## src/rtl/id_ex_register.sv

```systemverilog
// ID/EX pipeline register with load-use hazard detection and bubble insertion.
// Captures decoded control, operands and register indices from ID every cycle.
// A load in EX whose destination is read by the ID instruction freezes PC and
// IF/ID for one cycle and sends a bubble into EX. A flush squashes the ID
// instruction by loading a bubble, and no stall is raised for that instruction.
// A saturating counter records how many load-use bubbles have been inserted.

module id_ex_register #(
    parameter int DATA_W = 32,
    parameter int REG_W  = 5,
    parameter int CNT_W  = 16
) (
    input  logic              clk_i,
    input  logic              rst_i,
    input  logic              flush_i,

    // Decoded control, operands and indices from ID
    input  logic              ID_RegWrite,
    input  logic              ID_MemToReg,
    input  logic              ID_MemRead,
    input  logic              ID_MemWrite,
    input  logic              ID_ALUSrc,
    input  logic              ID_RegDst,
    input  logic [1:0]        ID_ALUOp,
    input  logic [DATA_W-1:0] ID_RD1,
    input  logic [DATA_W-1:0] ID_RD2,
    input  logic [DATA_W-1:0] ID_Imm,
    input  logic [REG_W-1:0]  ID_RegRs,
    input  logic [REG_W-1:0]  ID_RegRt,
    input  logic [REG_W-1:0]  ID_RegRd,

    // Registered copies presented to EX and to the forwarding unit
    output logic              ID_EX_RegWrite,
    output logic              ID_EX_MemToReg,
    output logic              ID_EX_MemRead,
    output logic              ID_EX_MemWrite,
    output logic              ID_EX_ALUSrc,
    output logic              ID_EX_RegDst,
    output logic [1:0]        ID_EX_ALUOp,
    output logic [DATA_W-1:0] ID_EX_RD1,
    output logic [DATA_W-1:0] ID_EX_RD2,
    output logic [DATA_W-1:0] ID_EX_Imm,
    output logic [REG_W-1:0]  ID_EX_RegRs,
    output logic [REG_W-1:0]  ID_EX_RegRt,
    output logic [REG_W-1:0]  ID_EX_RegRd,
    output logic [REG_W-1:0]  ID_EX_WriteReg,

    // Hazard control back to the front of the pipeline
    output logic              PC_Write,
    output logic              IF_ID_Write,
    output logic [CNT_W-1:0]  stall_count_o
);

    // Everything that travels from ID to EX, held as one word so that a
    // bubble is a single all-zero assignment.
    typedef struct packed {
        logic              reg_write;
        logic              mem_to_reg;
        logic              mem_read;
        logic              mem_write;
        logic              alu_src;
        logic              reg_dst;
        logic [1:0]        alu_op;
        logic [DATA_W-1:0] rd1;
        logic [DATA_W-1:0] rd2;
        logic [DATA_W-1:0] imm;
        logic [REG_W-1:0]  rs;
        logic [REG_W-1:0]  rt;
        logic [REG_W-1:0]  rd;
    } id_ex_t;

    localparam logic [CNT_W-1:0] CNT_MAX = '1;

    id_ex_t            id_fields;
    id_ex_t            ex_d;
    id_ex_t            ex_q;
    logic [CNT_W-1:0]  stall_cnt_d;
    logic [CNT_W-1:0]  stall_cnt_q;

    logic              hazard;
    logic              load_use;
    logic              bubble;

    assign id_fields = '{
        reg_write:  ID_RegWrite,
        mem_to_reg: ID_MemToReg,
        mem_read:   ID_MemRead,
        mem_write:  ID_MemWrite,
        alu_src:    ID_ALUSrc,
        reg_dst:    ID_RegDst,
        alu_op:     ID_ALUOp,
        rd1:        ID_RD1,
        rd2:        ID_RD2,
        imm:        ID_Imm,
        rs:         ID_RegRs,
        rt:         ID_RegRt,
        rd:         ID_RegRd
    };

    // Detect a load in EX feeding the ID instruction and decide what enters EX next.
    always_comb begin
        // NOTE: every signal written here gets a default first, so no path
        // through the block can leave one unassigned and infer a latch.
        ex_d        = id_fields;
        stall_cnt_d = stall_cnt_q;

        // Register 0 is hard-wired, so a load targeting it never creates a dependency.
        hazard   = ex_q.mem_read && (ex_q.rt != '0) &&
                   ((ex_q.rt == ID_RegRs) || (ex_q.rt == ID_RegRt));
        // A squashed instruction never executes, so it has nothing to wait for.
        load_use = hazard && !flush_i;
        bubble   = flush_i || load_use;

        // Zeroed indices also guarantee the bubble never matches in forwarding.
        if (bubble) begin
            ex_d = '0;
        end

        // Only load-use bubbles are counted, and the count sticks at its maximum.
        if (load_use && (stall_cnt_q != CNT_MAX)) begin
            stall_cnt_d = stall_cnt_q + 1'b1;
        end
    end

    // Pipeline register and stall counter, cleared asynchronously on reset.
    always_ff @(posedge clk_i or posedge rst_i) begin
        // NOTE: all state here is plain flops (no memory arrays), so every bit
        // is reset and nothing unknown can reach the hazard compare.
        if (rst_i) begin
            ex_q        <= '0;
            stall_cnt_q <= '0;
        end else begin
            // NOTE: non-blocking assignments so every flop samples the values
            // from before this edge, independent of statement order.
            ex_q        <= ex_d;
            stall_cnt_q <= stall_cnt_d;
        end
    end

    assign ID_EX_RegWrite = ex_q.reg_write;
    assign ID_EX_MemToReg = ex_q.mem_to_reg;
    assign ID_EX_MemRead  = ex_q.mem_read;
    assign ID_EX_MemWrite = ex_q.mem_write;
    assign ID_EX_ALUSrc   = ex_q.alu_src;
    assign ID_EX_RegDst   = ex_q.reg_dst;
    assign ID_EX_ALUOp    = ex_q.alu_op;
    assign ID_EX_RD1      = ex_q.rd1;
    assign ID_EX_RD2      = ex_q.rd2;
    assign ID_EX_Imm      = ex_q.imm;
    assign ID_EX_RegRs    = ex_q.rs;
    assign ID_EX_RegRt    = ex_q.rt;
    assign ID_EX_RegRd    = ex_q.rd;

    // Destination register selected from the registered RegDst.
    assign ID_EX_WriteReg = ex_q.reg_dst ? ex_q.rd : ex_q.rt;

    // Freeze PC and IF/ID while the bubble is inserted so ID is replayed.
    assign PC_Write       = !load_use;
    assign IF_ID_Write    = !load_use;

    assign stall_count_o  = stall_cnt_q;

endmodule
```

## config.mk

```make
export PLATFORM = sky130hd
export DESIGN_NAME = id_ex_register
export DESIGN_NICKNAME = d
export VERILOG_FILES = /design/src/rtl/id_ex_register.sv
export SDC_FILE = /design/constraint.sdc
export NUM_CORES = 1
export LEC_CHECK = 0
export ABC_AREA = 1
export CORE_MARGIN = 2
export CORE_UTILIZATION = 41
export CTS_BUF_LIST = sky130_fd_sc_hd__clkbuf_4
export CTS_CLUSTER_SIZE = 28
export DETAILED_ROUTE_END_ITERATION = 7
export PLACE_DENSITY = 0.92
export SLEW_MARGIN = 0
export SYNTH_ARGS = -nofsm -noshare
export SYNTH_HDL_FRONTEND = slang
export SYNTH_SLANG_ARGS = --single-unit
export TNS_END_PERCENT = 50
```

## constraint.sdc

```tcl
create_clock -name clk_i -period 5.7 [get_ports clk_i]
set_input_delay 1.71 -clock clk_i [delete_from_list [all_inputs] [get_ports clk_i]]
set_output_delay 1.71 -clock clk_i [all_outputs]
set_load 0.01 [all_outputs]
```

* After elaboration in Yosys (flattened, before gate mapping) *
Index checks and enable logic that the tools add are counted.

word-level totals
  output and inout bits = 142
  flip-flop bits (word level) = 135
  bits of input ports = 122

operators by class
  equal/unequal tests = 3
  reduce and logical (&&, ||, !) cells = 9
  add/subtract/negate cells = 1
  muxes and demuxes = 2

operators by type and width
  cell                                                              count
  119-bit two-way mux                                               1
  16-bit by 1-bit adder with 16-bit output (second input constant)  1
  16-bit inequality test (second input constant)                    1
  5-bit equality test                                               2
  5-bit two-way mux                                                 1
  5-bit nonzero test                                                1
  1-bit logical AND                                                 4
  1-bit zero test                                                   2
  1-bit logical OR                                                  2

* Longest topological paths before layout *
Gate-level depths: netlist of run 1.

  depth in word-level cells = 6
  mapped depth = 11

* Worst setup path after synthesis of run 1 *
Ideal clock, no wire load.

  kind = input -> output
  from = input ID_RegRs[4]
  to = output PC_Write
  buffers on the path = 1
  arrival time = 2.398 ns
  required time = 3.990 ns
  cell stages on the path = 8
  path slack = 1.592 ns
  cell sequence = inv_1 nand2_1 nand2_1 nor2_1 nand3_1 nand2_2 nand3_2 buf_4

on the way
  longest elaborated chain between the ends = 5

RTL lines
  what                 RTL line  source
  start, declared      28        input logic [REG_W-1:0] ID_RegRs,
  5-bit equality test  109       ((ex_q.rt == ID_RegRs) || (ex_q.rt == ID_RegRt));
  1-bit logical OR     109
  1-bit logical AND    108       hazard = ex_q.mem_read && (ex_q.rt != '0) &&
  1-bit logical AND    111       load_use = hazard && !flush_i;
  1-bit zero test      -
  end, declared        49        output logic PC_Write,

Every way passes these cells.

* Worst setup path in the final report of run 1 *
  from = input ID_RegRt[0]
  to = output IF_ID_Write

on the way
  longest elaborated chain between the ends = 5

RTL lines
  what                 RTL line  source
  start, declared      29        input logic [REG_W-1:0] ID_RegRt,
  5-bit equality test  109
  1-bit logical OR     109
  1-bit logical AND    108
  1-bit logical AND    111
  1-bit zero test      159       assign IF_ID_Write = !load_use;
  end, declared        50        output logic IF_ID_Write,

Every way passes these cells.

==> results.md, run 1 <==
- The flow ran to the end, and the final reports show no timing, DRC or antenna violations.
- Summing the areas of all fa, ha and maj instances in the mapped netlist gives 0.2386% of the synthesized area.
- The number of violations of the max-capacitance limit is 0.
- The pre-antenna-repair detailed-routing pass consisted of 4 iterations.
- Of the total synthesized cell area, the portion taken by XOR and XNOR cells is 2.505%.
- The count of pins over their slew limit was 0.
- The aggregate routed wire length is 14020 µm.
- The final period demand of the worst path is 5.062 ns.
- The initial core utilization is 41.72%.
- The startpoint of the lowest-slack register-to-register path is ID_EX_RegRt[1].
- The sequential cell area is 3378 µm².
- The Yosys step of the flow raised 0 warnings.
- Setup violations remaining at the end of the flow were counted as 0.
- The row count is a little over 40.
- On the worst path, the slowest cell contributes a delay of about 0.5 ns.
- Setup repair after global routing left no endpoint under its margin.
- The critical path goes through clkdlybuf4s50_1, nand2_1, inv_1, nor2_1, nor2_1, nand3_1, nand2_2, nand3_2, clkdlybuf4s50_1.
- Grouping stages by cell kind, the critical path spends the most delay in buffers and inverters.
- After synthesis the cells add up to 5244 µm².
- Fill cells in the final layout number 950.
- The synthesized netlist contains 20 unique library cells.
- The number of global-route vias before repair came to 4359.
- After synthesis, the mean cell area works out to 9.297 µm².
- The layout overhead on the synthesized area is 57.81%.
- The number of hold-slack violations in the final timing report was 0.
- The standby leakage power is ~4.2 nW.
- The number of clock buffers added by TritonCTS is 17.
- On the critical path, the stage with the largest delay is an instance of sky130_fd_sc_hd__clkdlybuf4s50_1.
- The post-route worst setup slack is between 0.6 and 0.7 ns.
- The number of I/O pins is around 260.
- The element type at the critical path start is a primary input.
- The number of buffers inserted to repair setup after CTS is 0.
- The path category of the worst min-delay check is reg -> reg.
- The synthesis-stage register bit count is 135.
- The area of the die is 13710 µm².
- CTS placed an instance of sky130_fd_sc_hd__clkbuf_4 at the clock tree root.
- Counting both buffers and inverters, the worst setup path holds a total of 3.
- The final routed wire length divided by cell count is 13.80 µm.
- For this run, global-route usage on met3 was measured as under 10%.
- After global routing, the most crowded layer is met2.
- The total global routing track utilization is a little over a fifth.
- The detailed-route vias per instance is 4.315.
- The TritonCTS sink count is 135.
- The cell count after placement is 984.
- The number of cells traversed by the worst register-to-register path is 10.
- The combinational family with the most area after synthesis is simple AND/OR/NAND/NOR gates.
- The maximum level of the CTS H-tree is 4.
- For the pin with the worst max-slew slack, the measured transition is 1.017 ns.
- The number of cells upsized or downsized after cts is 0.
- The die height is 117.1 µm.
- The worst setup path startpoint is ID_RegRt[0].
- The power density of the placed cells is 246.7 nW/µm².
- The share of the cycle needed by the critical path after routing is between 80% and 90%.
- The later pin in the worst-skew pair is clocked with a latency of around 0.54 ns.
- The post-route cell area is 8275 µm².
- The fraction of layout instances using a drive strength above 1 is under 10%.
- The placed cell area is 7963 µm².
- The worst endpoint required time is approximately 4 ns.
- The initial antenna violation count was 1.
- The half-perimeter wire length after placement is between 10000 and 15000 µm.
- TritonCTS built the clock tree.
- The overflow left after global routing is 0.
- VDD sags by at most 0.0001477 V.
- The post-synth net total is 687.
- In this run the critical register-to-register path is captured at ID_EX_Imm[14].
- The first routing iteration left roughly 330 violations.
- The count of buffers from port buffering is 263.
- The critical path is of the in -> out type.
- From left edge to right edge, the die measures 117.1 µm.
- Counting along the longest clock path gives a buffer depth of 2.
- The region available for standard cell placement spans between 10000 and 15000 µm².
- The setup slack of the worst register-to-register path is 3.48 ns.
- After clock tree synthesis, the clock-pin slew on the worst setup and hold paths is roughly 0.11 ns.
- Detailed routing inserted a total of 4384 vias.
- Of the total synthesized cell area, the portion taken by AND, OR, NAND and NOR gates is 18.78%.
- The maximum clock rate is 197.6 MHz.
- The fraction of the yosys area taken by sequential cells is 64.42%.
- The clock skew after layout is between 0.01 and 0.015 ns.
- Overall power consumption after layout is estimated at between 2 and 2.5 mW.
- Of the post-synthesis cell area, the part taken by muxes is 0%.
- The final layout net count is 954.
- The first global-routing pass estimated 21230 µm of wire.
- The fraction of the mapped netlist area in compound gates is 0.6681%.
- Excluding fillers, the count of instances in the completed layout stands at 1016.
- The final standard cell utilization of the core is roughly two thirds.
- At the end of routability-driven placement, the weighted congestion stood at 0.8627.
- The worst max-slew margin expressed relative to the limit is between 30% and 40%.
- The critical path ends at IF_ID_Write.
- The worst setup path is captured at an output port.
- The post-detailed-route count of antenna-violating nets is 0.
- The DRC violation count after routing is 0.
- The multi-input combinational cell area is 1171 µm².
- Entering global routing, the biggest net connects 117 pins.
- The post-placement setup slack is 0.6257 ns.
- Along the worst path, the maximum fanout reaches 3.
- The met1 routing resource usage after global routing is 21.93%.
- Buffers inserted to repair hold after CTS numbered 0.
- After routing, the total negative slack on setup checks comes to 0 ns.
- The critical path crosses 9 cells after its start point.
- For this run, global-route usage on met2 was measured as 36.11%.
- Synthesis produced 564 cells.
- The worst hold margin is 0.5684 ns.
- For the worst setup path, the data arrival time is around 3.4 ns.
## logic make-up after synthesis
kind of cell	after synthesis
AOI/OAI and AO/OA	7
DFF	135
buffers and inverters	159
xor gates and xnor gates	15
and+or+nand+nor	247
adders and majority gates	1
## per-layer routing
layer | part of all wire, % | vias up
met5 | 0 | -
li1 | - | 2120
met2 | 52 | 200
met3 | 9.7 | 35
met1 | 36 | 2029
met4 | 2.5 | 0
## worst reg2reg max path, delay by kind of cell, from the launching register on
family | cells | cell delay, ns
simple gates | 8 | 1.25
buf+inv | 2 | 0.45
flops | 1 | 0.41
## flip-flops by register name, indices dropped and copies added, names as in the netlist, 2 cells and up
name,cells
ID_EX_Imm,32
ID_EX_RD2,32
ID_EX_RD1,32
ID_EX_RegRd,5
ID_EX_ALUOp,2
ID_EX_RegRt,5
stall_count_o,16
ID_EX_RegRs,5
## worst min-delay path by stage
stage	from	to	slack (ns)	cells past startpoint
after floorplan	stall_count_o[15]	stall_count_o[15]	0.54	2
after global placement	stall_count_o[15]	stall_count_o[15]	0.51	2
after detailed placement	stall_count_o[15]	stall_count_o[15]	0.53	2
after CTS	stall_count_o[15]	stall_count_o[15]	0.56	2
after global routing	stall_count_o[4]	stall_count_o[4]	0.61	2
final	stall_count_o[15]	stall_count_o[15]	0.57	2
## cell type report
cell class                      instances  area share (%)
Clock buffer                           17           1.542
Timing Repair Buffer                  265           32.14
Antenna cell                            1         0.03024
Clock inverter                         14           2.207
Sequential cell                       135           40.82
Tap cell                              172           2.601
Inverter                              142           6.501
Multi-Input combinational cell        270           14.15
## synthesized netlist by cell type (all sizes together)
cell type	number	area share [%]
clkbuf	1	0.072
nor3	6	0.57
nand2	91	6.6
dfrtp	135	64
nand4	4	0.60
buf	16	3.1
xor2	9	1.5
nand3	13	1.3
o21ai	7	0.67
nor2	133	9.7
ha	1	0.24
xnor2	6	1.0
inv	142	10
## where the power goes
part	internal (mW)	leakage (nW)	total (mW)	switching, mW
logic	0.185	2.30	0.322	0.136
registers	1.01	1.76	1.03	0.0225
clock network	0.342	0.159	0.692	0.351
total	1.53	4.21	2.04	0.510
## cells in the final DEF, fill, tap and decap left out, drive strengths merged
cell type,instances
ha,1
xor2,9
clkbuf,17
buf,2
nand2,91
nor3,6
dfrtp,135
o21ai,7
clkinvlp,3
nand4,4
nand3,13
bufinv,4
nor2,133
inv,143
clkdlybuf4s50,263
clkinv,6
diode,1
xnor2,6
No activity file was read; power rests on OpenSTA's default activity.
==> inputs of run 2 (changes only) <==
--- a/config.mk
+++ b/config.mk
@@ -6,12 +6,13 @@
 export NUM_CORES = 1
 export LEC_CHECK = 0
 export ABC_AREA = 1
+export CAP_MARGIN = 20
 export CORE_MARGIN = 2
-export CORE_UTILIZATION = 41
+export CORE_UTILIZATION = 40
 export CTS_BUF_LIST = sky130_fd_sc_hd__clkbuf_4
 export CTS_CLUSTER_SIZE = 28
 export DETAILED_ROUTE_END_ITERATION = 7
-export PLACE_DENSITY = 0.92
+export PLACE_DENSITY = 0.9
 export SLEW_MARGIN = 0
 export SYNTH_ARGS = -nofsm -noshare
 export SYNTH_HDL_FRONTEND = slang
==> run 2 against run 1 <==
Net effect:
- worst hold slack got worse by 0.0022 ns
- non-clock buffer count is 1 higher
- clock power down 7.2%
- largest cell class unchanged
- largest power group unchanged
==> results.md, run 2 (synthesized netlist as in run 1, its figures left out) <==
- The total inserted antenna cells was 0 (-1).
- The startpoint of the lowest-slack hold path is stall_count_o[15].
- The met1 routing resource usage after global routing came to 22.02% (+0.093 points).
- The count of pins over their slew limit is 0 (unchanged).
- The total CTS buffers was 17 (unchanged).
- The aggregate routed wire length is 14220 µm (+1.4%).
- The final layout net count came to 955 (+0.10%).
- The number of hold-slack violations in the final timing report is 0 (unchanged).
- The row count is 41 (unchanged).
- The weighted congestion reported at the end of routability-driven placement was 0.8517 (-1.3%).
- The number of cells traversed by the worst register-to-register path came to 10 (unchanged).
- The maximum clock rate is 198.0 MHz (+0.24%).
- The clock latency reported for the late side of the worst-skew pair came to 0.53 ns (about the same).
- The DRC violation count after routing is 0 (unchanged).
- The overflow left after global routing is 0 (unchanged).
- By startpoint and endpoint, the worst setup path is classified as in -> out.
- The count of buffers from port buffering is 263 (unchanged).
- The power density of the placed cells came to 241.0 nW/µm² (-2.3%).
- The met2 layer usage reported by global route is 36.81% (+0.71 points).
- The final cell count without fillers is 1017 (+0.098%).
- The depth of the worst hold-timing path is 2 (unchanged).
- The number of global-route vias before repair was 4568 (+4.8%).
- The total global routing track utilization is 20.98% (+0.17 points).
- The detailed-route vias per instance is 4.320 (+0.11%).
- The worst setup path startpoint is ID_RegRs[4].
- The count of TritonRoute iterations in the first routing pass is 8 (+4).
- The layout overhead on the synthesized area is 57.48%.
- The highest fanout seen on the critical path is 3 (unchanged).
- The DRC violation total after the first TritonRoute iteration was 283 (-14%).
- The peak ir drop on the vdd network came to 0.0001465 V (-0.83%).
- The standby leakage power is 4.216 nW (about the same).
- The total setup violations reported at the end of the flow is 0 (unchanged).
- CTS placed an instance of sky130_fd_sc_hd__clkbuf_4 at the clock tree root.
- The number of cells upsized or downsized after cts came to 0 (unchanged).
- The busiest metal layer after global routing is met2.
- The cell count after placement was 985 (+0.10%).
- The half-perimeter wire length after placement is 10770 µm (+1.8%).
- The total core area came to 12720 µm² (+1.2%).
- The number of buffers inserted to repair setup after CTS is 0 (unchanged).
- The clock skew after layout is 0.01790 ns (+0.006132 ns).
- The final routed wire length divided by cell count is 13.98 µm (+1.3%).
- The worst setup path is captured at an output port.
- The number of buffers between clock root and the deepest sink is 2 (unchanged).
- The die width was 118.5 µm (+1.2%).
- The number of violations of the max-capacitance limit is 0 (unchanged).
- The worst endpoint required time is 3.99 ns (about the same).
- The worst register-to-register path begins at ID_EX_RegRt[3].
- The final standard cell utilization of the core is 64.91% (-0.93 points).
- The wire length of the first global-routing pass is 22630 µm (+6.6%).
- The commonest non-fill, non-tap cell in the layout is sky130_fd_sc_hd__clkdlybuf4s50_1.
- The maximum level of the CTS H-tree is 4 (unchanged).
- The number of I/O pins was 264 (unchanged).
- The final period demand of the worst path is 5.049 ns (-0.01223 ns).
- The fraction of layout instances using a drive strength above 1 is 4.970% (+0.23 points).
- Setup repair after global routing left no endpoint under its margin.
- In the layout the commonest cells are sky130_fd_sc_hd__clkdlybuf4s50_1 (263), sky130_fd_sc_hd__inv_1 (139), sky130_fd_sc_hd__dfrtp_1 (135).
- The initial core utilization came to 41.22% (-0.50 points).
- The worst path arrival time was 3.34 ns (about the same).
- TritonCTS built the clock tree.
- The initial antenna violation count is 0 (-1).
- The post-detailed-route count of antenna-violating nets came to 0 (unchanged).
- STA classifies the critical path startpoint as a primary input.
- The flow ran to the end, and the final reports show no timing, DRC or antenna violations.
- The power after layout came to 1.990 mW (-2.5%).
- In this run the worst hold path is classified as reg -> reg.
- The share of the cycle needed by the critical path after routing is 88.58% (-0.21 points).
- The die height is 118.5 µm (+1.2%).
- The number of hold-repair buffers added at the cts stage was 0 (unchanged).
- The largest net degree at the start of global routing came to 77 (-34%).
- The area of the die is 14040 µm² (+2.4%).
- The met3 capacity usage during global routing is 9.846% (+0.53 points).
- The TritonCTS sink count is 135 (unchanged).
- The via count is 4393 (+0.21%).
- The clock transition at the registers of the reported paths is 0.12 ns (about the same).
- The worst max-slew margin expressed relative to the limit is 55.59% (+23 points).
- The sum of negative setup slack is 0 ns (unchanged).
- The worst-margin pin slew is 0.6661 ns (-0.3511 ns).
==> run 2: cell types whose count changed in the layout (fill, tap and decap cells not counted), sizes merged <==
cell      previous run  this run
bufinv               4         3
diode                1         0
clkinv               6         9
buf                  2         3
clkinvlp             3         2
==> run 2: worst max-delay path, cell delays in order <==
cell and delay [ns]:
sky130_fd_sc_hd__clkdlybuf4s50_1 0.50, sky130_fd_sc_hd__inv_1 0.08, sky130_fd_sc_hd__nand2_1 0.06, sky130_fd_sc_hd__nand2_1 0.05
sky130_fd_sc_hd__nor2_1 0.10, sky130_fd_sc_hd__nand3_1 0.11, sky130_fd_sc_hd__nand2_2 0.12, sky130_fd_sc_hd__nand3_2 0.11
sky130_fd_sc_hd__clkdlybuf4s50_1 0.50
==> run 2: layout make-up <==
type	instances	area (µm²)
timing repair buffer	266	2668
inverter	142	538.0
tap	172	215.2
multi-input combinational	270	1171
clock inverter	15	160.2
sequential	135	3378
fill	1031	4464
clock buffer	17	127.6
==> run 2: worst paths after layout <==
kind	endpoint	slack, ns
max in group asynchronous	ID_EX_Imm[19]	3.17
min in group asynchronous	ID_EX_MemToReg	1.67
worst min register to register	stall_count_o[15]	0.57
worst max register to register	ID_EX_RegRs[3]	3.54
worst max-delay path	IF_ID_Write	0.65
worst min-delay path	stall_count_o[15]	0.57
==> run 2: per-stage QoR <==
step | setup slack [ns] | cell area (µm²) | hold slack, ns
after floorplan | 0.3789 | 5244 | 0.5416
after global placement | 0.6874 | 7970 | 0.5059
after detailed placement | 0.6723 | 7970 | 0.5213
after CTS | 0.6679 | 8258 | 0.5484
after global routing | 0.5446 | 8258 | 0.5965
final | 0.6507 | 8258 | 0.5661
==> run 2: per-layer routing <==
layer  vias up  share of wire, %
met5         -                 0
met3        23                10
met1      2030                36
li1       2130                 -
met2       210                52
met4         0               1.9
==> run 2: power by group <==
group | leakage, nW | total [mW] | switching [mW] | internal, mW
clock network | 0.156 | 0.642 | 0.344 | 0.298
registers | 1.76 | 1.03 | 0.0225 | 1.01
logic | 2.30 | 0.320 | 0.135 | 0.185
total | 4.22 | 1.99 | 0.502 | 1.49
